$ cat src/rtl/srl16_cfg_pkg.sv
// Shared definitions for the SRL16 configuration loader: FSM states and chain geometry.
package srl16_cfg_pkg;

   localparam int SRL_DEPTH   = 16;
   localparam int MAX_NUM_SRL = 4;

   typedef enum logic [1:0] {
      IDLE  = 2'd0,
      SHIFT = 2'd1,
      FIN   = 2'd2
   } state_t;

   function automatic int word_width(input int num_srl);
      return SRL_DEPTH * num_srl;
   endfunction

endpackage

$ cat src/rtl/srl16_cfg_shifter.sv
// Capture register holding the configuration word, with an ordered bit select
// so the loader can fetch the n-th bit to be shifted regardless of bit order.
module srl16_cfg_shifter
   import srl16_cfg_pkg::*;
#(
   parameter int W         = SRL_DEPTH,
   parameter int MSB_FIRST = 1,
   parameter int CW        = $clog2(W)
) (
   input  logic          clk,
   input  logic          rst_n,
   input  logic          load,
   input  logic [W-1:0]  data,
   input  logic [CW-1:0] sel,
   output logic          bit_out
);

   logic [W-1:0]  word;
   logic [CW-1:0] idx;
   logic          in_range;

   always_ff @(posedge clk or negedge rst_n) begin
      if (!rst_n) begin
         word <= '0;
      end else if (load) begin
         word <= data;
      end
   end

   // sel counts shift order; word widths that are not a power of two leave unused sel codes
   always_comb begin
      idx      = (MSB_FIRST != 0) ? (CW'(W - 1) - sel) : sel;
      in_range = ({1'b0, sel} < (CW + 1)'(W));
      bit_out  = 1'b0;
      if (in_range) begin
         bit_out = word[idx];
      end
   end

endmodule

$ cat src/rtl/srl16_cfg_loader.sv
// Serial loader for a cascade of negative-edge SRL16 primitives.
// Optional readback of the previous chain contents with SRL16_CFG_LOADER_READBACK_EN.
module srl16_cfg_loader
   import srl16_cfg_pkg::*;
#(
   parameter int NUM_SRL   = 1,
   parameter int MSB_FIRST = 1
) (
   input  logic                           CLK,
   input  logic                           RST_N,
   input  logic [SRL_DEPTH*NUM_SRL-1:0]   IN_DATA,
   input  logic                           IN_VALID,
   output logic                           IN_READY,
   input  logic                           ABORT,
   output logic                           SRL_D,
   output logic                           SRL_CE,
   input  logic                           SRL_Q15,
   output logic                           DONE,
   output logic [SRL_DEPTH*NUM_SRL-1:0]   RB_DATA,
   output logic                           BUSY
);

   localparam int W         = word_width(NUM_SRL);
   localparam int CW        = $clog2(W);
   localparam int FIRST_IDX = (MSB_FIRST != 0) ? (W - 1) : 0;
   localparam logic [CW-1:0] LAST = CW'(W - 1);

   state_t        state;
   logic [CW-1:0] count;
   logic [CW-1:0] next_sel;
   logic          next_bit;
   logic          accept;
   logic          shift_last;

   assign accept     = (state == IDLE) && IN_VALID;
   assign shift_last = (state == SHIFT) && !ABORT && (count == LAST);
   assign next_sel   = count + 1'b1;
   assign IN_READY   = (state == IDLE);
   assign BUSY       = (state != IDLE);

   srl16_cfg_shifter #(
      .W         (W),
      .MSB_FIRST (MSB_FIRST),
      .CW        (CW)
   ) u_shifter (
      .clk     (CLK),
      .rst_n   (RST_N),
      .load    (accept),
      .data    (IN_DATA),
      .sel     (next_sel),
      .bit_out (next_bit)
   );

   // SRL_D is registered one bit ahead of the counter so it is stable over the falling edge
   always_ff @(posedge CLK or negedge RST_N) begin
      if (!RST_N) begin
         state  <= IDLE;
         count  <= '0;
         SRL_D  <= 1'b0;
         SRL_CE <= 1'b0;
         DONE   <= 1'b0;
      end else begin
         DONE <= 1'b0;
         case (state)
            IDLE: begin
               if (IN_VALID) begin
                  state  <= SHIFT;
                  count  <= '0;
                  SRL_CE <= 1'b1;
                  SRL_D  <= IN_DATA[FIRST_IDX];
               end
            end
            SHIFT: begin
               if (ABORT) begin
                  state  <= IDLE;
                  count  <= '0;
                  SRL_CE <= 1'b0;
                  SRL_D  <= 1'b0;
               end else if (count == LAST) begin
                  state  <= FIN;
                  SRL_CE <= 1'b0;
                  SRL_D  <= 1'b0;
                  DONE   <= 1'b1;
               end else begin
                  count <= next_sel;
                  SRL_D <= next_bit;
               end
            end
            FIN: begin
               state <= IDLE;
               count <= '0;
            end
            default: begin
               state  <= IDLE;
               count  <= '0;
               SRL_CE <= 1'b0;
               SRL_D  <= 1'b0;
            end
         endcase
      end
   end

`ifdef SRL16_CFG_LOADER_READBACK_EN
   logic [W-1:0] rb_shift;

   // Q15 presents the old chain MSB-first, one bit per shift, so W samples rebuild the old word
   always_ff @(posedge CLK or negedge RST_N) begin
      if (!RST_N) begin
         rb_shift <= '0;
         RB_DATA  <= '0;
      end else begin
         if (accept || ((state == SHIFT) && !ABORT && (count != LAST))) begin
            rb_shift <= {rb_shift[W-2:0], SRL_Q15};
         end
         if (shift_last) begin
            RB_DATA <= rb_shift;
         end
      end
   end
`else
   logic unused_q15;

   assign unused_q15 = SRL_Q15 ^ shift_last;
   assign RB_DATA    = '0;
`endif

endmodule
$ cat config.mk
export PLATFORM = sky130hd
export DESIGN_NAME = srl16_cfg_loader
export DESIGN_NICKNAME = d
export VERILOG_FILES = /design/src/rtl/srl16_cfg_pkg.sv /design/src/rtl/srl16_cfg_shifter.sv /design/src/rtl/srl16_cfg_loader.sv
export SDC_FILE = /design/constraint.sdc
export NUM_CORES = 1
export LEC_CHECK = 0
export ABC_CLOCK_PERIOD_IN_PS = 2000
export CAP_MARGIN = 20
export CELL_PAD_IN_SITES_DETAIL_PLACEMENT = 0
export CELL_PAD_IN_SITES_GLOBAL_PLACEMENT = 1
export CORE_ASPECT_RATIO = 2
export CORE_MARGIN = 1
export CORE_UTILIZATION = 35
export CTS_CLUSTER_SIZE = 10
export DETAILED_ROUTE_END_ITERATION = 8
export PLACE_DENSITY_LB_ADDON = 0.2
export SYNTH_ARGS = -nofsm -noshare
export SYNTH_HDL_FRONTEND = slang
export SYNTH_SLANG_ARGS = --single-unit
$ cat constraint.sdc
create_clock -name CLK -period 2 [get_ports CLK]
set_clock_uncertainty 0.05 [all_clocks]
set_input_delay 0.2 -clock CLK [delete_from_list [all_inputs] [get_ports CLK]]
set_output_delay 0.2 -clock CLK [all_outputs]
set_load 0.01 [all_outputs]
# [Word level (Yosys, flattened, before mapping)]
# Cells that the tools add are included.
# W data, S select, Z words.
[classes] n_addsub=2 magnitude_cmp=1 eq_ne=6 mux=21 bitwise=1 n_reduce_logical=7
[ops] cell="$mux W4" n=3
[ops] cell="$mux W1" n=10
[ops] cell="$pmux W4 S2" n=1
[ops] cell="$mux W2" n=3
[ops] cell="$pmux W1 S3" n=2
[ops] cell="$reduce_and A2 Y1" n=3
[ops] cell="$lt A4 B5 Y1 const B" n=1
[ops] cell="$add A4 B1 Y4 const B" n=1
[ops] cell="$bmux W1 S4" n=1
[ops] cell="$eq A4 B4 Y1 const B" n=1
[ops] cell="$pmux W2 S2" n=1
[ops] cell="$sub A4 B4 Y4 const A" n=1
[ops] cell="$ne A3 B2 Y1 const B" n=1
[ops] cell="$ne A3 B3 Y1 const B" n=1
[ops] cell="$reduce_and A3 Y1" n=1
[ops] cell="$eq A2 B1 Y1 const B" n=1
[ops] cell="$eq A2 B2 Y1 const B" n=1
[ops] cell="$logic_not A2 Y1" n=1
[ops] cell="$ne A2 B2 Y1 const B" n=1
[ops] cell="$reduce_bool A2 Y1" n=1
[ops] cell="$logic_and A1 B1 Y1" n=1
[ops] cell="$not A1 Y1" n=1
[totals] register_bits=25 out_inout_bits=21 elab_cells=44

# [Longest topological paths before layout]
[logic_depth] depth_word=7 mapped_depth=5 ltp_nobuf=5

# [Cells and area by module]
# Synthesis repeated with hierarchy kept, for this count alone.
[unflattened] cells_unflattened=97 area_unflattened_um2=1306.3
[by_module_without_submodules] module="srl16_cfg_shifter" instances=1 cells_per_inst=41 area_per_inst_um2=725.7 seq_area_each_um2=400.4
[by_module_without_submodules] module="srl16_cfg_loader" instances=1 cells_per_inst=56 area_per_inst_um2=580.6 seq_area_each_um2=225.2

# [Worst setup path before layout]
# No wires, ideal clock.
[synth_path] path_kind="reg-to-reg" startpoint="register state[1]" endpoint="register u_shifter.word[0]" setup_ns=0.127 arrival_time_ns=1.410 path_slack_ns=0.412 path_stages_with_launch=6 n_path_buf=2 period_less_slack_ns=1.588 path_cell_list="dfrtp_1 -> nor2_1 -> and2_1 -> buf_2 -> buf_6 -> mux2_1"
[synth_between] elab_chain_cells=2
[synth_lines] element="start, declared" line="srl16_cfg_loader.sv:28" text="state_t state;"
[synth_lines] element="start signal, assigned" line="srl16_cfg_loader.sv:57" text="state <= IDLE;"
[synth_lines] element="start signal, assigned" line="srl16_cfg_loader.sv:67" text="state <= SHIFT;"
[synth_lines] element="start signal, assigned" line="srl16_cfg_loader.sv:75" text="state <= IDLE;"
[synth_lines] element="$logic_not A2 Y1"
[synth_lines] element="net IN_READY" line="srl16_cfg_loader.sv:13" text="output logic IN_READY,"
[synth_lines] element="$logic_and A1 B1 Y1" line="srl16_cfg_loader.sv:35" text="assign accept = (state == IDLE) && IN_VALID;"
[synth_lines] element="end signal, assigned" line="srl16_cfg_shifter.sv:26" text="word <= data;"
[synth_lines] element="end, declared" line="srl16_cfg_shifter.sv:18" text="logic [W-1:0] word;"
# The timed path passes the listed nets, and every way through them passes these cells.
# A chain may end at the register's enable or synchronous reset.

# [Worst setup path in the final report]
[layout_path] startpoint="register count[0]" endpoint="register SRL_D"
[layout_between] elab_chain_cells=7 word_cells_on_any_way=8 cone_classes="add/sub (2); eq/ne (1); mux (5)"
[layout_lines] element="start, declared" line="srl16_cfg_loader.sv:29" text="logic [CW-1:0] count;"
[layout_lines] element="start signal, assigned" line="srl16_cfg_loader.sv:85" text="count <= next_sel;"
[layout_lines] element="$add A4 B1 Y4" line="srl16_cfg_loader.sv:37" text="assign next_sel = count + 1'b1;"
[layout_lines] element="$sub A4 B4 Y4" line="srl16_cfg_shifter.sv:32" text="idx = (MSB_FIRST != 0) ? (CW'(W - 1) - sel) : sel;"
[layout_lines] element="$bmux W1 S4" line="srl16_cfg_shifter.sv:36" text="bit_out = word[idx];"
[layout_lines] element="$mux W1 (not written as such)" line="srl16_cfg_shifter.sv:36"
[layout_lines] element="$mux W1 *" line="srl16_cfg_loader.sv:79" text="end else if (count == LAST) begin"
[layout_lines] element="$mux W1 *" line="srl16_cfg_loader.sv:74" text="if (ABORT) begin"
[layout_lines] element="$pmux W1 S3 *" line="srl16_cfg_loader.sv:64" text="case (state)"
[layout_lines] element="end signal, assigned" line="srl16_cfg_loader.sv:70" text="SRL_D <= IN_DATA[FIRST_IDX];"
[layout_lines] element="end signal, assigned" line="srl16_cfg_loader.sv:86" text="SRL_D <= next_bit;"
[layout_lines] element="end, declared" line="srl16_cfg_loader.sv:15" text="output logic SRL_D,"
# Mark *: on every way between the ends. The rest lies on a longest branch, timed or not. The select of a mux whose other input is x is not followed.

==> parameters.txt <==
Parameter                              Value

Synthesis
  Post-Syn Area ... ~0.0013 sq mm
  Total of warnings raised by yosys ... 0
  Top cells by area in the synthesized netlist ... dfrtp_1 49%, buf_4 9.3%, mux4_1 8.2%
  Number of flip-flops and latches in the synthesized netlist ... 25
  Synthesized instance count ... 99
  Per-instance average area after synthesis ... between 10 and 15 sq um
  Share of the synthesized area in the top cell type ... 0.487
  Synth unique cells ... 26
  Fraction of the yosys area taken by sequential cells ... 0.487
  Cell taking the most area after synthesis ... dfrtp_1

Timing
  Final Hold Fails ... 0
  Achievable clock frequency ... 570 MHz
  Number of setup violations in the final report ... 0
  Sum Neg Setup Slack ... 0 ns
  Max-Slew Margin vs Limit ... 0.650
  Share of the clock period used by the worst path after layout ... 0.877
  Min Tclk post-route ... 1.75 ns
  Transition time at the pin with the least slew margin ... 0.523 ns
  Setup repair after global routing missed its margin ... no
  Worst-case hold slack ... 0.240 ns
  Number of pins with negative max-slew slack in the final report ... 0

Critical path
  WP data arrival ... 1.85 ns
  Crit Path Class ... flop to flop
  Crit path required time ... 2.09 ns
  Worst setup SP type ... flop
  Type of element capturing the critical path ... flop
  Crit path max fanout ... 5

Clocking
  Clock Path Buffers ... 2
  CTS hold repair buffers ... 0
  TritonCTS clock tree ... built
  Sinks on Clock Net ... 25
  Clock tree root buffer cell ... clkbuf_8
  Number of post-CTS setup repair buffers ... 0
  Worst-skew pair later-pin latency ... 0.26 ns
  Number of gates resized after cts ... 0
  CTS H-Tree Depth ... 1
  Number of buffers created by CTS ... 3
  Clock slew at reported path FFs ... 0.08 ns

Worst hold path
  Worst hold path type ... input pin to async pin

Final layout
  Ratio of cells with drive above 1 in the final layout ... 0.134
  Final net count ... 150
  Antenna diode count ... 0
  Number of standard cells in the layout, taps in and fillers out ... 175
  Commonest non-fill, non-tap cell in the layout ... dfrtp_1
  Fillers ... 344
  Commonest non-fill, non-tap cells in the layout ... 25 x dfrtp_1, 24 x clkdlybuf4s50_1, 16 x conb_1
  Synth-to-Final Area Change ... 22.1%
  Post-Layout Inst Area ... 0.00157 sq mm

Global route
  Met3 GRT Util ... 0.0124
  Fraction of met1 tracks used by global routing ... 0.147
  M2 GR Usage ... 0.229
  All-Layer GR Usage ... 0.126
  Top Usage Layer GRT ... met2
  Largest net degree at the start of global routing ... 26
  Gr ovfl total ... 0
  Vias in the first global route ... 796
  First-pass GRT wire length ... 3.63 mm
  Antenna violations before repair ... 0

Routing
  Via count ... 790
  WL/cell ... around 12 um
  Remaining routing DRC violations ... 0
  1st-iter DRT viols ... 19
  First drt pass iteration count ... 4
  Count of nets left with antenna violations after detail routing ... 0
  Final wirelength ... 2.15 mm
  Mean number of vias per cell ... 4.51

Placed design
  Placer congestion estimate ... 0.673
  Detail Placement HPWL ... 1.74 mm
  Placed Instance Area ... ~0.0015 sq mm
  Number of cells in the design after placement ... 171
  Buffers added on ports ... 24

Power and ir drop
  Overall power of the completed layout ... 1.27 mW
  Total power density per cell area ... 810 mW/mm^2
  Total leakage power ... approximately 0.7 nW
  Worst voltage drop across the vdd grid ... 0.512 mV

Floorplan
  Count of standard-cell rows ... 30
  Count of boundary I/O pins ... 42
  Starting Density ... 0.372
  Die outline width ... ~45 um
  Die Span Y ... 87.7 um
  Area of the core ... 0.00345 sq mm
  Die area ... 0.00393 sq mm

Outcome
  Result of the run ... finished, final reports clean

Job
  Max-cap violations ... 0
-- logic make-up after synthesis --
group / after synthesis / synth area share
AND/OR/NAND/NOR: 15 / 0.0633
adder cells (fa/ha/maj): 1 / 0.00974
XOR/XNOR: 2 / 0.0195
other: 1 / 0.00292
flip-flops: 25 / 0.487
buffers and inverters: 22 / 0.124
multiplexers: 24 / 0.254
AO/OA/AOI/OAI: 9 / 0.0399
-- cell usage after synthesis (all sizes together) --
library cell and instances:
dfrtp 25, mux2i 3, conb 1, inv 3, a21oi 1, nand2 4, mux2 17, mux4 4
nor2 4, o22ai 1, buf 19, nand2b 3, o21ai 5, ha 1, a31oi 1, nand3 2
o32ai 1, or3b 1, xor2 2, and2 1
-- layout make-up --
cell class,count,area [sq um],area share
clock buffer,4,45.0,0.0287
inverter,3,11.3,0.00718
multi-input combinational,67,557,0.355
sequential,25,626,0.399
tap,48,60.1,0.0383
timing repair buffer,28,270,0.172
-- worst paths after layout --
check	endpoint	start	slack, ns	cells past startpoint
max in group asynchronous	DONE	RST_N	1.42	2
worst min-delay path	u_shifter.word[6]	RST_N	0.24	2
worst max-delay path	SRL_D	count[0]	0.25	5
worst min register to register	u_shifter.word[8]	u_shifter.word[8]	0.44	1
min in group CLK	u_shifter.word[8]	u_shifter.word[8]	0.44	1
worst max register to register	SRL_D	count[0]	0.25	5
-- metrics by stage --
step,utilization,setup slack [ns]
floorplan,-,0.412
global placement,0.441,0.235
detailed placement,0.441,0.207
CTS,0.454,0.200
global route,0.454,0.132
finish,0.454,0.245
-- report_power, final --
part,total (mW),internal (mW),switching (mW),leakage (nW)
sequential,0.648,0.597,0.0515,0.306
clock,0.288,0.142,0.147,0.0228
combinational,0.334,0.202,0.132,0.356
-- metal layers --
| metal | wire (um) | vias up |
|---|---|---|
| li1 | - | 370 |
| met1 | 764 | 398 |
| met2 | 1310 | 20 |
| met3 | 46 | 2 |
| met4 | 25 | 0 |
| met5 | 0 | - |
-- critical path, stage by stage (launching register included) --
cell and delay (ns):
dfrtp_1 0.44, ha_1 0.42, mux4_1 0.32, mux2i_1 0.14
mux2_2 0.18, o22ai_1 0.08
-- registers in the layout (all words and copies together), names as in the netlist --
signal	flops
SRL_CE	1
SRL_D	1
DONE	1
count	4
state	2
u_shifter.word	16
No activity file was read; power rests on OpenSTA's default activity.
